==> src/rtl/vga_draw_scheduler_pkg.sv <==
// Shared types and constants for the VGA draw-port scheduler.
package vga_draw_scheduler_pkg;

    typedef enum logic [1:0] {
        IDLE = 2'd0,
        OWN  = 2'd1,
        GAP  = 2'd2
    } draw_state_t;

    localparam int MAP    = 0;
    localparam int PACMAN = 1;
    localparam int GHOST  = 2;

    localparam int COORD_W = 8;
    localparam int COLOR_W = 3;

endpackage

==> src/rtl/vga_draw_scheduler_rr_pick.sv <==
// Round-robin winner select: first requester after last_owner, wrapping.
module rr_pick #(
    parameter int NUM_REQ = 3,
    parameter int IDX_W   = 2
) (
    input  logic [NUM_REQ-1:0] req,
    input  logic [IDX_W-1:0]   last_owner,
    output logic [NUM_REQ-1:0] winner
);

    always_comb begin
        int  idx;
        logic found;
        winner = '0;
        found  = 1'b0;
        idx    = 0;
        for (int k = 1; k <= NUM_REQ; k++) begin
            idx = (int'(last_owner) + k) % NUM_REQ;
            if (!found && req[idx]) begin
                winner[idx] = 1'b1;
                found       = 1'b1;
            end
        end
    end

endmodule

==> src/rtl/vga_draw_scheduler.sv <==
// Arbitrates the single VGA write port among draw requesters; one owner at a
// time, bursts capped at MAX_BURST plots, with a GAP+IDLE turnaround per grant.
module vga_draw_scheduler
    import vga_draw_scheduler_pkg::*;
#(
    parameter int NUM_REQ   = 3,
    parameter int MAX_BURST = 441
) (
    input  logic                         clock_50,
    input  logic                         reset,
    input  logic [NUM_REQ-1:0]           req,
    input  logic [NUM_REQ-1:0]           plot_in,
    input  logic [COORD_W*NUM_REQ-1:0]   x_in,
    input  logic [COORD_W*NUM_REQ-1:0]   y_in,
    input  logic [COLOR_W*NUM_REQ-1:0]   color_in,
    output logic [NUM_REQ-1:0]           grant,
    output logic                         vga_plot,
    output logic [COORD_W-1:0]           vga_x,
    output logic [COORD_W-1:0]           vga_y,
    output logic [COLOR_W-1:0]           vga_color,
    output logic                         busy
);

    localparam int IDX_W  = (NUM_REQ > 1) ? $clog2(NUM_REQ) : 1;
    localparam int BCNT_W = $clog2(MAX_BURST + 1);
    localparam logic [BCNT_W-1:0] BURST_LAST = BCNT_W'(MAX_BURST);

    draw_state_t         state_q, state_d;
    logic [IDX_W-1:0]    owner_q, owner_d;
    logic [IDX_W-1:0]    last_owner_q, last_owner_d;
    logic [BCNT_W-1:0]   burst_q, burst_d, burst_inc;
    logic [NUM_REQ-1:0]  grant_d, winner;
    logic                plot_d;
    logic [COORD_W-1:0]  x_d, y_d;
    logic [COLOR_W-1:0]  color_d;
    logic [IDX_W-1:0]    win_idx;
    logic                owner_plot, owner_req;

    rr_pick #(
        .NUM_REQ (NUM_REQ),
        .IDX_W   (IDX_W)
    ) u_rr_pick (
        .req        (req),
        .last_owner (last_owner_q),
        .winner     (winner)
    );

    always_comb begin
        win_idx = '0;
        for (int i = 0; i < NUM_REQ; i++)
            if (winner[i]) win_idx = IDX_W'(i);
    end

    assign owner_plot = plot_in[owner_q];
    assign owner_req  = req[owner_q];
    assign burst_inc  = burst_q + 1'b1;
    assign busy       = (state_q != IDLE);

    always_comb begin
        state_d      = state_q;
        owner_d      = owner_q;
        last_owner_d = last_owner_q;
        burst_d      = burst_q;
        grant_d      = grant;
        plot_d       = 1'b0;
        x_d          = vga_x;
        y_d          = vga_y;
        color_d      = vga_color;
        case (state_q)
            IDLE: begin
                grant_d = '0;
                if (|req) begin
                    state_d      = OWN;
                    grant_d      = winner;
                    owner_d      = win_idx;
                    last_owner_d = win_idx;
                    burst_d      = '0;
                end
            end
            OWN: begin
                if (owner_plot) begin
                    plot_d  = 1'b1;
                    x_d     = x_in[COORD_W*int'(owner_q) +: COORD_W];
                    y_d     = y_in[COORD_W*int'(owner_q) +: COORD_W];
                    color_d = color_in[COLOR_W*int'(owner_q) +: COLOR_W];
                    burst_d = burst_inc;
                end
                // The plot that fills the burst is still forwarded on exit.
                if (!owner_req || (owner_plot && burst_inc == BURST_LAST)) begin
                    state_d = GAP;
                    grant_d = '0;
                end
            end
            GAP: begin
                grant_d = '0;
                state_d = IDLE;
            end
            default: begin
                grant_d = '0;
                state_d = IDLE;
            end
        endcase
    end

    always_ff @(posedge clock_50 or negedge reset) begin
        if (!reset) begin
            state_q      <= IDLE;
            owner_q      <= '0;
            last_owner_q <= IDX_W'(NUM_REQ - 1);
            burst_q      <= '0;
            grant        <= '0;
            vga_plot     <= 1'b0;
            vga_x        <= '0;
            vga_y        <= '0;
            vga_color    <= '0;
        end else begin
            state_q      <= state_d;
            owner_q      <= owner_d;
            last_owner_q <= last_owner_d;
            burst_q      <= burst_d;
            grant        <= grant_d;
            vga_plot     <= plot_d;
            vga_x        <= x_d;
            vga_y        <= y_d;
            vga_color    <= color_d;
        end
    end

endmodule

==> config.mk <==
export PLATFORM = sky130hd
export DESIGN_NAME = vga_draw_scheduler
export DESIGN_NICKNAME = d
export VERILOG_FILES = /design/src/rtl/vga_draw_scheduler_pkg.sv /design/src/rtl/vga_draw_scheduler_rr_pick.sv /design/src/rtl/vga_draw_scheduler.sv
export SDC_FILE = /design/constraint.sdc
export NUM_CORES = 1
export LEC_CHECK = 0
export BUFFER_PORTS_ARGS = -buffer_cell sky130_fd_sc_hd__buf_2
export CORE_UTILIZATION = 45
export DETAILED_ROUTE_END_ITERATION = 7
export GPL_TIMING_DRIVEN = 0
export PLACE_DENSITY = 0.82
export SLEW_MARGIN = 20
export SYNTH_ARGS = -nofsm -noshare
export SYNTH_HDL_FRONTEND = slang
export SYNTH_SLANG_ARGS = --single-unit
==> constraint.sdc <==
create_clock -name clock_50 -period 3.3 [get_ports clock_50]
set_clock_uncertainty 0.15 [all_clocks]
set_input_delay 0.495 -clock clock_50 [delete_from_list [all_inputs] [get_ports clock_50]]
set_output_delay 0.495 -clock clock_50 [all_outputs]
set_load 0.05 [all_outputs]
## Yosys cells after proc, flatten, opt, wreduce, memory -nomap -nowiden

Index checks and enable logic that the tools add are counted.

| operators by class | value |
|---|---|
| $lt $le $gt $ge | 7 |
| bitwise gates (word level) | 2 |
| equal/unequal tests | 5 |
| reduce and logical (&&, ||, !) cells | 18 |
| $add $sub $neg | 4 |
| multiplexer cells | 37 |
| div/mod/pow operators | 3 |
| shift operators | 3 |
| multipliers | 1 |

Operators with widths:

| operator | number |
|---|---|
| 32-bit by 1-bit greater-or-equal comparator with 1-bit output (second input constant) | 3 |
| 32-bit by 4-bit less-than comparator with 1-bit output (second input constant) | 3 |
| 32-bit by 3-bit modulo with 32-bit output (second input constant) | 3 |
| 24-bit by 6-bit indexed part select with 8-bit output | 2 |
| 9-bit 2-to-1 mux | 2 |
| 9-bit one-hot mux with 2 select lines | 1 |
| 1-bit 2-to-1 mux | 16 |
| 3-bit 2-to-1 mux | 5 |
| 1-bit binary-select mux with 2-bit select | 5 |
| 9-bit by 1-bit adder with 9-bit output (second input constant) | 1 |
| 9-bit == test (second input constant) | 1 |
| 9-bit by 5-bit indexed part select with 3-bit output | 1 |
| 2-bit by 2-bit adder with 3-bit output (second input constant) | 2 |
| 1-bit demux with 2-bit select | 3 |
| 1-bit logical AND | 6 |
| 2-bit 2-to-1 mux | 3 |
| 2-bit inequality test (second input constant) | 3 |
| 3-bit bitwise OR | 2 |
| 3-bit one-hot mux with 2 select lines | 1 |
| 2-bit AND reduction | 3 |
| 2-bit by 2-bit multiplier with 4-bit output (first input constant) | 1 |
| 2-bit one-hot mux with 2 select lines | 1 |
| 2-bit nonzero test | 2 |
| 2-bit by 1-bit adder with 3-bit output (second input constant) | 1 |
| 7 further kinds | 9 |

| storage, ports and cells | value |
|---|---|
| memories kept | 0 |
| input port bits | 65 |
| word-level logic and storage cells | 89 |
| output and inout bits | 24 |
| register bits after elaboration | 38 |
| memory bits (read-only) | 0 |
| bits in latches | 0 |
| bits in writable memories | 0 |

## Logic depth before layout (Yosys ltp)

| logic depth | value |
|---|---|
| word-level depth | 14 |
| depth in mapped cells | 10 |
| depth with buffers taken out | 7 |

## Cells and area by module

A second synthesis with hierarchy kept.

| unflattened totals | value |
|---|---|
| cells, all modules | 278 |
| area, all modules | 2394.8 um^2 |

Modules (own cells, without submodules):

| module | seq. area each (um^2) | cells each | area each (um^2) | instances |
|---|---|---|---|---|
| vga_draw_scheduler | 927.1 | 238 | 2115.8 | 1 |
| rr_pick | 0.0 | 40 | 279.0 | 1 |

## Least setup slack after synthesis

No wires, ideal clock.

| timing | value |
|---|---|
| kind | register -> register |
| start | reg owner_q[0] |
| end | reg grant[1] |
| required time | 3029 ps |
| path slack | 948 ps |
| arrival | 2081 ps |
| setup time | 121 ps |
| cell stages (with the launch flop) | 11 |
| buffers on the path | 3 |
| clock period less this slack | 2352 ps |
| cell sequence | dfrtp_1 buf_6 buf_2 inv_1 ha_1 clkbuf_1 inv_1 and4_1 o21ai_0 o21ai_0 a22o_1 |

| between the ends | value |
|---|---|
| cells in the longest elaborated chain, start to end | 5 |
| elaborated cells between the ends (all ways) | 8 |
| classes of those cells | eq/ne: 1; mux: 4; reduce/logical: 3 |

RTL lines:

| element | RTL line | RTL |
|---|---|---|
| from (decl) | vga_draw_scheduler.sv:29 | `logic [IDX_W-1:0] owner_q, owner_d;` |
| from (signal assigned) | vga_draw_scheduler.sv:118 | `owner_q <= owner_d;` |
| 1-bit binary-select mux with 2-bit select, on equally long branches | vga_draw_scheduler.sv:55, vga_draw_scheduler.sv:54 |  |
| 1-bit 2-to-1 mux, on equally long branches | vga_draw_scheduler.sv:55, vga_draw_scheduler.sv:54 |  |
| 1-bit logical NOT / 1-bit logical AND (equally long branches) | vga_draw_scheduler.sv:89 | `if (!owner_req \|\| (owner_plot && burst_inc == BURST_LAST)) begin` |
| 1-bit logical OR (*) | vga_draw_scheduler.sv:89 |  |
| 2-bit inequality test (no line) (*) | n/a |  |
| to (signal assigned) | vga_draw_scheduler.sv:121 | `grant <= grant_d;` |
| to (decl) | vga_draw_scheduler.sv:16 | `output logic [NUM_REQ-1:0] grant,` |

Mark *: on every way between the ends. The rest lies on a longest branch, timed or not. The select of a mux whose other input is x is not followed.
A chain may end at the register's enable or synchronous reset.

## Final worst setup path

Ends and elaborated chain as after synthesis.

==> out/qor.yml <==
worst_setup_path:
  crit_path_end_kind: "register"
  critPathSlowestCell: "dfrtp_1"
  cp-startpoint: "owner_q[0]$_DFFE_PN0P_"
  worstRegToRegCells: 10
  required_ns: 3.34
  critPathArrivalTime_ns: 2.85
  path_max_fanout: 10
  critical-path-max-stage-delay_ns: 0.39
  path_buf_inv: 5
  reg2reg_from: "owner_q[0]$_DFFE_PN0P_"
  crit_family: "buffers and inverters"
  start_kind: "register"
  cp_num_cells: 10
  critPathKind: "reg2reg"
  worstPathCellList: "buf_6, buf_2, inv_1, ha_1, clkbuf_1, inv_1, and4_1, o21ai_0, o21ai_0, a22o_1"
drt:
  wl_mm: 5.99
  vias_per_cell: 5.39
  route.antenna.remaining_nets: 0
  first_pass_iters: 4
  drc: 0
  avgRoutedWirePerCell_um: 13.8
  vias: 2332
  first_iter_violations: 110
floorplan:
  die_y_um: 74.0
  core_area_um2: 4850
  die_area_um2: 5470
  ioPinCount: 89
  die_w_um: 74.0
  core.rowCount: 25
  initial_core_util: 0.481
global_routing:
  grt.total_usage: 0.229
  grt_first_pass_wirelength_mm: 9.66
  antenna_found_initial: 0
  grt_overflow: 0
  grt_pass1_vias: 2110
  grt_max_degree: 38
cts:
  clk_latency_ns: 0.30
  cts_tree: "yes"
  cts_hold_buf: 0
  cts-root-buf: "clkbuf_8"
  path_clk_slew_ns: 0.08
  postCtsSetupBuffers: 0
  ctsResizeCount: 0
  htreeDepth: 2
  numCtsBuffers: 5
  cts.path.max_buffers: 2
  cts_sinks: 37
sta:
  worst_slack_ns: 0.490
  hold_viol_final: 0
  period_share: 0.852
  period_needed_ns: 2.81
  slew_headroom: 0.439
  setup_viol: 0
  whs_ns: 0.149
  worstMarginPinSlew_ns: 0.841
  max_freq_mhz: 356
  setup_tns_ns: 0
  rsz0062_at_grt: "no"
  final_max_slew_viol_count: 0
synth:
  synth-edff-count: 0
  yosysWarnings: 0
  syn_area_per_cell_um2: 8.61
  synth.area.top_cells: "dfrtp_1 (39%), mux2i_1 (11%), o21ai_0 (7.5%)"
  yosysSeqAreaShare: 0.398
  syn_nets: 342
  synth_top_area_cell: "dfrtp_1"
  async_flop_share: 1.00
  synth.distinct_cells: 44
  synth_top_area_share: 0.386
  synthesis.area_um2: 2330
  synth_ff_type: "dfrtp_1"
  ys_ff_latch: 37
  syn_inst: 271
power_and_ir_drop:
  power.density_nw_per_um2: 930
  p_leak_nw: 1.50
  irDropWorstVdd_uv: 517
finish:
  syn2layout_area_growth_pct: 26.4
  nFillCells: 435
  diodes: 0
  final_cells: 433
  drive_gt1_frac: 0.303
  fin_nets: 436
outcome:
  status: "finished clean"
place:
  io_buffers: 87
  post-dp-hpwl_mm: 4.42
  globalplace.congestion: 0.875
  dp.cells: 425
  preCtsSetupSlack_ns: 0.582
hold_path:
  min_path_type: "in2async"
job:
  cap_violations: 0
## per-stage QoR
step / power (mW) / cell area [µm²] / util
6_report: 2.74 / 2950 / 0.608
2_1_floorplan: 2.00 / 2330 / -
3_5_place_dp: 2.40 / 2850 / 0.588
3_3_place_gp: 2.36 / 2850 / 0.588
5_1_grt: 2.95 / 2950 / 0.608
4_1_cts: 2.75 / 2950 / 0.608
## cell usage after synthesis (all sizes together) (2+ instances only)
library cell / n
a211oi: 2
a21o: 5
a21oi: 24
a311oi: 2
buf: 10
clkbuf: 9
dfrtp: 36
ha: 6
inv: 11
mux2i: 25
nand2: 30
nand2b: 3
nand3: 5
nand3b: 2
nand4: 3
nor2: 25
nor3: 7
o211ai: 2
o21ai: 36
o22ai: 5
o31ai: 2
or2: 4
or3: 2
## routing by layer
layer	vias up	track usage	part of all wire
met5	-	0	0
met4	0	0.0684	0.011
met3	8	0.0461	0.056
met2	79	0.387	0.51
met1	1104	0.297	0.42
li1	1141	-	-
## sequential cells by signal, summed over array words and instances, names as in the netlist
name and count:
grant 3, owner_q 2, vga_y 8, last_owner_q 1, state_q 2, burst_q 9, vga_color 3, vga_x 8
vga_plot 1
## power by group
group          switching (mW)  total (mW)  internal (mW)  leakage [nW]
Sequential             0.0964       0.715          0.618         0.478
Clock                   0.168       0.338          0.169        0.0512
Combinational            1.15        1.69          0.536         0.969
Total                    1.42        2.74           1.32          1.50
## layout make-up
cell class,count,area (µm²),share of cell area
Sequential cell,37,927,0.315
Clock buffer,6,82.6,0.0280
Timing Repair Buffer,87,435,0.148
Tap cell,67,83.8,0.0284
Multi-Input combinational cell,204,1260,0.427
Inverter,11,41.3,0.0140
Buffer,19,106,0.0361
Clock inverter,2,13.8,0.00467
## kinds of logic after synthesis
logic type	after synthesis	synth area share
simple gates	86	0.170
compound gates	85	0.223
flops	37	0.398
buf+inv	30	0.0633
mux	25	0.107
fa+ha+maj	6	0.0322
xor+xnor	2	0.00751
## layout by cell type, fill, tap and decap left out, drive strengths merged, types with 7 or more instances in the layout
master and instances:
buf 97, nor3 7, nand2 30, inv 11, mux2i 25, clkbuf 15
a21oi 24, dfrtp 36, nor2 25, o21ai 36
## worst paths after layout
kind,endpoint,slack [ns]
max in group asynchronous,burst_q[1]$_DFFE_PN0P_,2.31
min in group clock_50,vga_y[0]$_DFFE_PN0P_,0.33
hold / removal,vga_color[2]$_DFFE_PN0P_,0.15
hold reg to reg,vga_y[0]$_DFFE_PN0P_,0.33
setup / recovery,grant[1]$_DFFE_PN0P_,0.49
setup reg to reg,grant[1]$_DFFE_PN0P_,0.49
Note: power is estimated with default switching activity, not from simulation.
